<file path="src/rtl/lsu_pkg.sv">
// lsu_pkg
//   Shared definitions for the load/store unit: the controller state
//   encoding and the default memory geometry/latency used when the unit
//   is instantiated without overrides.
package lsu_pkg;

    typedef enum logic [2:0] {
        IDLE    = 3'd0,
        RD      = 3'd1,
        RD_WAIT = 3'd2,
        WR      = 3'd3,
        ERR     = 3'd4,
        RESP    = 3'd5
    } lsu_state_t;

    localparam int LSU_DEPTH  = 8;
    localparam int LSU_RD_LAT = 1;

endpackage

</file>
<file path="src/rtl/load_store_unit.sv">
// load_store_unit
//   Turns single load/store requests from the execute stage into the
//   strobe protocol of a word-addressed data memory with a registered read
//   port. One transaction is in flight at a time; out-of-range addresses
//   are answered with an error response and never reach the memory.
//
// Handshakes: a transfer happens on a rising edge where valid && ready are
//   both high. The requester holds req_* stable while req_valid is high and
//   req_ready is low; the unit holds resp_* stable while resp_valid is high
//   and resp_ready is low.
//
// Ports
//   clk, rst_n           clock (rising edge), async active-low reset
//   req_valid/req_ready  request handshake
//   req_we               1 = store, 0 = load
//   req_addr, req_wdata  word address and store data
//   resp_valid/ready     response handshake
//   resp_rdata           load data (0 for stores and errors)
//   resp_err             address was >= DEPTH
//   mem_r_en, mem_w_en   one-cycle memory strobes (never both high)
//   mem_adr, mem_wdata   captured address/data, held until next acceptance
//   mem_rdata            memory read data, valid RD_LAT cycles after the
//                        edge that samples mem_r_en
module load_store_unit
    import lsu_pkg::*;
#(
    parameter int ADDR_W = 32,
    parameter int DATA_W = 32,
    parameter int DEPTH  = LSU_DEPTH,
    parameter int RD_LAT = LSU_RD_LAT
) (
    input  logic              clk,
    input  logic              rst_n,
    input  logic              req_valid,
    output logic              req_ready,
    input  logic              req_we,
    input  logic [ADDR_W-1:0] req_addr,
    input  logic [DATA_W-1:0] req_wdata,
    output logic              resp_valid,
    input  logic              resp_ready,
    output logic [DATA_W-1:0] resp_rdata,
    output logic              resp_err,
    output logic              mem_r_en,
    output logic              mem_w_en,
    output logic [ADDR_W-1:0] mem_adr,
    output logic [DATA_W-1:0] mem_wdata,
    input  logic [DATA_W-1:0] mem_rdata
);

    localparam int CNT_W = $clog2(RD_LAT + 1);

    lsu_state_t        state;
    logic [CNT_W-1:0]  wait_cnt;
    logic              addr_oob;

    // Unsigned compare over the full address width: large addresses must
    // not alias onto valid words.
    assign addr_oob  = (req_addr >= ADDR_W'(DEPTH));

    // Only output that is decoded rather than registered.
    assign req_ready = (state == IDLE);

    // The store/load direction is not kept in a separate register: it is
    // fully encoded by which of RD/WR/ERR the acceptance edge selects.
    // Strobes are raised on the acceptance edge itself so that they are
    // registered outputs and still appear in the cycle right after it.
    always_ff @(posedge clk or negedge rst_n) begin
        if (!rst_n) begin
            state      <= IDLE;
            wait_cnt   <= '0;
            resp_valid <= 1'b0;
            resp_rdata <= '0;
            resp_err   <= 1'b0;
            mem_r_en   <= 1'b0;
            mem_w_en   <= 1'b0;
            mem_adr    <= '0;
            mem_wdata  <= '0;
        end else begin
            case (state)
                IDLE: begin
                    if (req_valid) begin
                        mem_adr   <= req_addr;
                        mem_wdata <= req_wdata;
                        if (addr_oob) begin
                            state <= ERR;
                        end else if (req_we) begin
                            state    <= WR;
                            mem_w_en <= 1'b1;
                        end else begin
                            state    <= RD;
                            mem_r_en <= 1'b1;
                        end
                    end
                end

                WR: begin
                    mem_w_en   <= 1'b0;
                    resp_rdata <= '0;
                    resp_err   <= 1'b0;
                    resp_valid <= 1'b1;
                    state      <= RESP;
                end

                RD: begin
                    // The memory samples mem_r_en on the edge leaving RD;
                    // data is then valid RD_LAT edges later.
                    mem_r_en <= 1'b0;
                    wait_cnt <= CNT_W'(RD_LAT - 1);
                    state    <= RD_WAIT;
                end

                RD_WAIT: begin
                    if (wait_cnt == '0) begin
                        resp_rdata <= mem_rdata;
                        resp_err   <= 1'b0;
                        resp_valid <= 1'b1;
                        state      <= RESP;
                    end else begin
                        wait_cnt <= wait_cnt - CNT_W'(1);
                    end
                end

                ERR: begin
                    resp_rdata <= '0;
                    resp_err   <= 1'b1;
                    resp_valid <= 1'b1;
                    state      <= RESP;
                end

                RESP: begin
                    if (resp_ready) begin
                        resp_valid <= 1'b0;
                        resp_rdata <= '0;
                        resp_err   <= 1'b0;
                        state      <= IDLE;
                    end
                end

                default: begin
                    state <= IDLE;
                end
            endcase
        end
    end

endmodule

</file>
<file path="config.mk">
export PLATFORM = sky130hd
export DESIGN_NAME = load_store_unit
export DESIGN_NICKNAME = d
export VERILOG_FILES = /design/src/rtl/lsu_pkg.sv /design/src/rtl/load_store_unit.sv
export SDC_FILE = /design/constraint.sdc
export NUM_CORES = 1
export LEC_CHECK = 0
export ABC_AREA = 1
export CORE_MARGIN = 2
export CORE_UTILIZATION = 38
export CTS_BUF_LIST = sky130_fd_sc_hd__clkbuf_2 sky130_fd_sc_hd__clkbuf_4 sky130_fd_sc_hd__clkbuf_8
export CTS_CLUSTER_DIAMETER = 80
export DETAILED_ROUTE_END_ITERATION = 16
export GPL_TIMING_DRIVEN = 1
export PLACE_DENSITY = 0.79
export SLEW_MARGIN = 20
export SYNTH_ARGS = -nofsm -noshare
export SYNTH_HDL_FRONTEND = slang
export SYNTH_SLANG_ARGS = --single-unit
export TNS_END_PERCENT = 100
</file>
<file path="constraint.sdc">
create_clock -name clk -period 1.62 [get_ports clk]
set_input_delay 0.405 -clock clk [delete_from_list [all_inputs] [get_ports clk]]
set_output_delay 0.405 -clock clk [all_outputs]
set_load 0.01 [all_outputs]
</file>
# Word level (Yosys, flattened, before mapping)
# Index checks and enable logic that the tools add are counted.
[word_totals]
reg_bits = 104
output_inout_bits = 101
word_cells = 59
input_bits = 101
[op_classes]
n_lt_le_gt_ge = 1
n_mux = 24
addsub = 1
n_reduce_logical = 13
n_eq_ne = 11
[ops]
columns = ["op", "count"]
rows = [
  ["case mux 32 bit (3 select lines)", 1],
  ["2-to-1 mux 32 bit", 2],
  [">= comparator 32 x 4 -> 1 bit, second input constant", 1],
  ["case mux 3 bit (5 select lines)", 1],
  ["2-to-1 mux 3 bit", 4],
  ["2-to-1 mux 1 bit", 10],
  ["inequality test 2 bit, second input constant", 5],
  ["AND reduction 3 bit", 3],
  ["AND reduction 4 bit", 2],
  ["equality test 3 x 2 -> 1 bit, second input constant", 2],
  ["equality test 3 bit, second input constant", 2],
  ["case mux 1 bit (2 select lines)", 3],
  ["nonzero test 2 bit", 3],
  ["case mux 1 bit (4 select lines)", 1],
  ["nonzero test 4 bit", 1],
  ["equality test 3 x 1 -> 1 bit, second input constant", 1],
  ["zero test 3 bit", 1],
  ["case mux 1 bit (3 select lines)", 1],
  ["nonzero test 3 bit", 1],
  ["2-to-1 mux 2 bit", 1],
  ["inequality test 2 x 1 -> 1 bit, second input constant", 1],
  ["AND reduction 2 bit", 1],
  ["OR reduction 2 bit", 1],
  ["subtractor 1 bit, second input constant", 1],
]

# Logic depth before layout (Yosys ltp)
[logic_depth]
depth_word = 4
mapped_depth = 9
mapped_depth_nobuf = 8

# Worst setup path before layout
# OpenSTA, ideal clock, no wires.
[synth_path]
kind = "reg-to-reg"
startpoint = "register state[2]"
endpoint = "register mem_adr[10]"
setup_time_ns = 0.125
path_stages_with_launch = 7
t_arrival_ns = 1.511
required_ns = 1.495
period_less_slack_ns = 1.636
path_slack_ns = -0.016
cell_sequence = "dfrtp_1 > buf_6 > nor3_4 > nand2_2 > buf_6 > buf_6 > mux2_4"
[synth_via]
elab_chain_len = 2
[synth_lines]
columns = ["element", "line", "source"]
rows = [
  ["start: declaration", "load_store_unit.sv:52", "lsu_state_t state;"],
  ["start signal: assignment", "load_store_unit.sv:69", "state <= IDLE;"],
  ["start signal: assignment", "load_store_unit.sv:85", "state <= ERR;"],
  ["start signal: assignment", "load_store_unit.sv:87", "state <= WR;"],
  ["zero test 3 bit", "--", ""],
  ["via req_ready", "load_store_unit.sv:35", "output logic req_ready,"],
  ["AND reduction 2 bit (no line)", "--", ""],
  ["end signal: assignment", "load_store_unit.sv:82", "mem_adr <= req_addr;"],
  ["end: declaration", "load_store_unit.sv:45", "output logic [ADDR_W-1:0] mem_adr,"],
]
# The timed path passes the listed nets, and every way through them passes these cells.
# A chain may end at the register's enable or synchronous reset.

# Final worst setup path
[layout_path]
startpoint = "register state[1]"
endpoint = "register resp_rdata[29]"
[layout_via]
elab_chain_len = 4
elab_cells_between_ends = 10
classes_between = "eq/ne: 6; mux: 1; reduce/logical: 3"
[layout_lines]
columns = ["element", "line", "source"]
rows = [
  ["equality test 3 bit / equality test 3 x 2 -> 1 bit (equally long branches)", "load_store_unit.sv:79", "case (state)"],
  ["OR reduction 2 bit (no line)", "--", ""],
  ["nonzero test 3 bit (no line)", "--", ""],
  ["AND reduction 3 bit (no line)", "--", ""],
  ["end signal: assignment", "load_store_unit.sv:114", "resp_rdata <= mem_rdata;"],
  ["end: declaration", "load_store_unit.sv:41", "output logic [DATA_W-1:0] resp_rdata,"],
]
# Parallel ways exist; a longest one is shown, timed or not.

==> impl_results.md <==
* Avg Vias per Cell at 4.70
* Max VDD drop at 0.888 mV
* Max-cap violations at 0
* Post-Synth XOR/XNOR Area at 0%
* Cell area after synthesis at 4210 µm²
* Clock skew at 0.0112 ns
* Clock group share of total power at 13.6%
* CTS tree: yes
* Total GRT Usage at 18.5%
* Vias in the first global route at 3462
* Row cnt at 38
* Via count at 3387
* H-tree levels at 3
* CP Class: register to register
* First-pass GRT wire length at 16800 µm
* Clk_lat worst skew at 0.37 ns
* DRT Pass-1 Iters at 4
* RSZ-0062 raised after global routing: yes
* Final cell count without fillers at 721
* Synth cell types at 17
* Pin count of the biggest net entering global routing at 41
* # port buffers at 201
* Most frequent cells in the layout: 103 x dfrtp_1, 100 x dlygate4sd2_1, 99 x clkdlybuf4s50_1
* Nets@finish at 677
* Main combinational cell family by area after synthesis: multiplexers
* Most common cell after layout, fill and taps aside: dfrtp_1
* DR iter-0 viols at 183
* Initial antenna violation count at 0
* Sequential Power Share at 34.0%
* Tcrit/Tclk final at 97.9%
* Syn-to-layout area delta at 60.3%
* Die Wd at 109 µm
* Adder-cell share of the synthesized area at 0%
* Worst setup SP type: register
* Setup-failing EPs final at 0
* Root buffer cell: clkbuf_8
* Synth Net Count at 459
* Endpoint class of the critical path: register
* Final count of hold timing violations at 0
* Diode count at 0
* Seq/Total Area, Yosys at 61.2%
* Syn Area/Cell at 11.8 µm²
* GP Congestion at 0.823
* Required time of the critical path at 1.90 ns
* FF+latch count, synth at 103
* Switch Pwr at 4.66 mW
* Die height at 109 µm
* Die area at 11900 µm²
* Static Leak at 3.27 nW
* Layout cells sized above 1 at 19.4%
* Cell Count Post-Placement at 701
* # fillers at 911
* CP max FO at 20
* Internal cell power at 8.40 mW
* Ports at 202
* Compound-Gate Fraction of Synth Area at 5.20%
* Routed len/inst at 15.3 µm
* Ys Warns at 0
* CP arrival at 1.87 ns
* Starting Density at 38.9%
* Fin crit period at 1.59 ns
* Area contributors post-synth: dfrtp_1 61%, mux2_2 9.9%, mux2_4 8.6%
* Max Freq at 631 MHz
* Cell count after synthesis at 358
* Clock transition at path regs at 0.10 ns
* Synth Area in Simple Gates at 11.4%
* Pin slew with the least headroom to its limit at 0.443 ns
* Synth top area share at 61.2%
* Switching Share at 35.7%
* Comb pwr share at 52.4%
* CTS Sinks at 103
* Mux contribution to synthesized area at 18.4%
* Core area at 10800 µm²
* Post-synth top area cell: dfrtp_1
* Status: completed
* Num CTS Buffers at 9
* Final Max Slew Viols at 0
* Max Root-Sink Buffers at 2
* Grt total ovfl at 0
* Antenna-violating nets left at 0
* Final WL at 11000 µm
* Util after Layout at 62.3%
* Power per Cell Area at 1930 nW/µm²
* Min-delay worst type: register to register
* DP HPWL at 8230 µm
* DRC viols at 0
* Slew HR at 70.5%
* TNS Setup at 0 ns
[final timing paths]
path / from / to / slack (ns) / depth (start not counted)
worst max-delay path: state[1]$_DFFE_PN0P_ / resp_rdata[29]$_DFFE_PN0P_ / 0.03 / 9
worst min-delay path: resp_rdata[19]$_DFFE_PN0P_ / resp_rdata[19]$_DFFE_PN0P_ / 0.49 / 2
worst max register to register: state[1]$_DFFE_PN0P_ / resp_rdata[29]$_DFFE_PN0P_ / 0.03 / 9
worst min register to register: resp_rdata[19]$_DFFE_PN0P_ / resp_rdata[19]$_DFFE_PN0P_ / 0.49 / 2
max in group asynchronous: rst_n / mem_adr[24]$_DFFE_PN0P_ / 0.54 / 3
min in group asynchronous: rst_n / mem_wdata[6]$_DFFE_PN0P_ / 0.51 / 2
[layout make-up]
class | count | area [µm²] | area share [%]
Sequential cell | 103 | 2580 | 38.2
Tap cell | 140 | 175 | 2.59
Clock inverter | 5 | 81.3 | 1.20
Inverter | 11 | 41.3 | 0.612
Clock buffer | 11 | 139 | 2.06
Timing Repair Buffer | 225 | 2220 | 32.9
Multi-Input combinational cell | 226 | 1520 | 22.5
[cell families (layout without fill, tap and decap cells)]
| group | after synthesis | count (layout) |
|---|---|---|
| buffers and inverters | 29 | 252 |
| muxes | 61 | 61 |
| and+or+nand+nor | 122 | 122 |
| AOI/OAI and AO/OA | 43 | 43 |
| DFF | 103 | 103 |
[power groups by stage]
stage,Combinational [mW],Clock (mW),Sequential (mW)
2_1_floorplan,2.84,0,5.03
3_3_place_gp,6.99,0,4.46
3_5_place_dp,7.16,0,4.54
4_1_cts,6.37,1.84,4.45
5_1_grt,7.44,1.94,4.59
6_report,6.84,1.77,4.45
[per-layer routing]
| metal | GRT usage (%) | part of all wire [%] | up-vias |
|---|---|---|---|
| met5 | 0 | 0 | - |
| li1 | - | - | 1611 |
| met1 | 21.1 | 39 | 1636 |
| met4 | 7.69 | 2.1 | 0 |
| met3 | 7.23 | 9.1 | 19 |
| met2 | 31.2 | 50 | 121 |
[stage by stage]
step | hold slack, ns | power (mW) | worst slack, ns | instance area [µm²]
after floorplan | 0.109 | 7.87 | 0.0287 | 4210
after global placement | 0.378 | 11.4 | -0.174 | 6550
after detailed placement | 0.381 | 11.7 | -0.158 | 6550
after CTS | 0.496 | 12.7 | 0.00860 | 6660
after global routing | 0.520 | 14.0 | -0.0530 | 6750
final | 0.491 | 13.1 | 0.0347 | 6750
[sequential cells by signal, indices dropped and copies added (netlist names)]
signal / count
resp_err: 1
state: 3
mem_adr: 32
mem_w_en: 1
mem_wdata: 32
mem_r_en: 1
resp_valid: 1
resp_rdata: 32
[cells in the mapped netlist, drive strengths merged]
master / instances
a21oi: 4
a22o: 1
buf: 14
clkbuf: 4
dfrtp: 103
inv: 11
mux2: 61
nand2: 91
nand3: 3
nand4: 2
nor2: 25
nor3: 1
o21ai: 38
[repair_timing]
action	4_1_cts	5_1_grt
setup endpoints to repair	101	34
endpoints found under the hold margin	31	0
cloned	0	2
gates resized for setup	105	26
buffers inserted	0	1
hold buffers	1	0
pin swaps	0	4
[worst max-delay path, stage by stage, from the launching register on]
cell and delay, ns:
dfrtp_1 0.42, buf_6 0.15, inv_2 0.06, nand2_2 0.06, nor2_2 0.13, buf_4 0.13, o21ai_4 0.05, buf_12 0.14
clkbuf_16 0.17, o21ai_0 0.16
(Power assumes the default switching activity.)
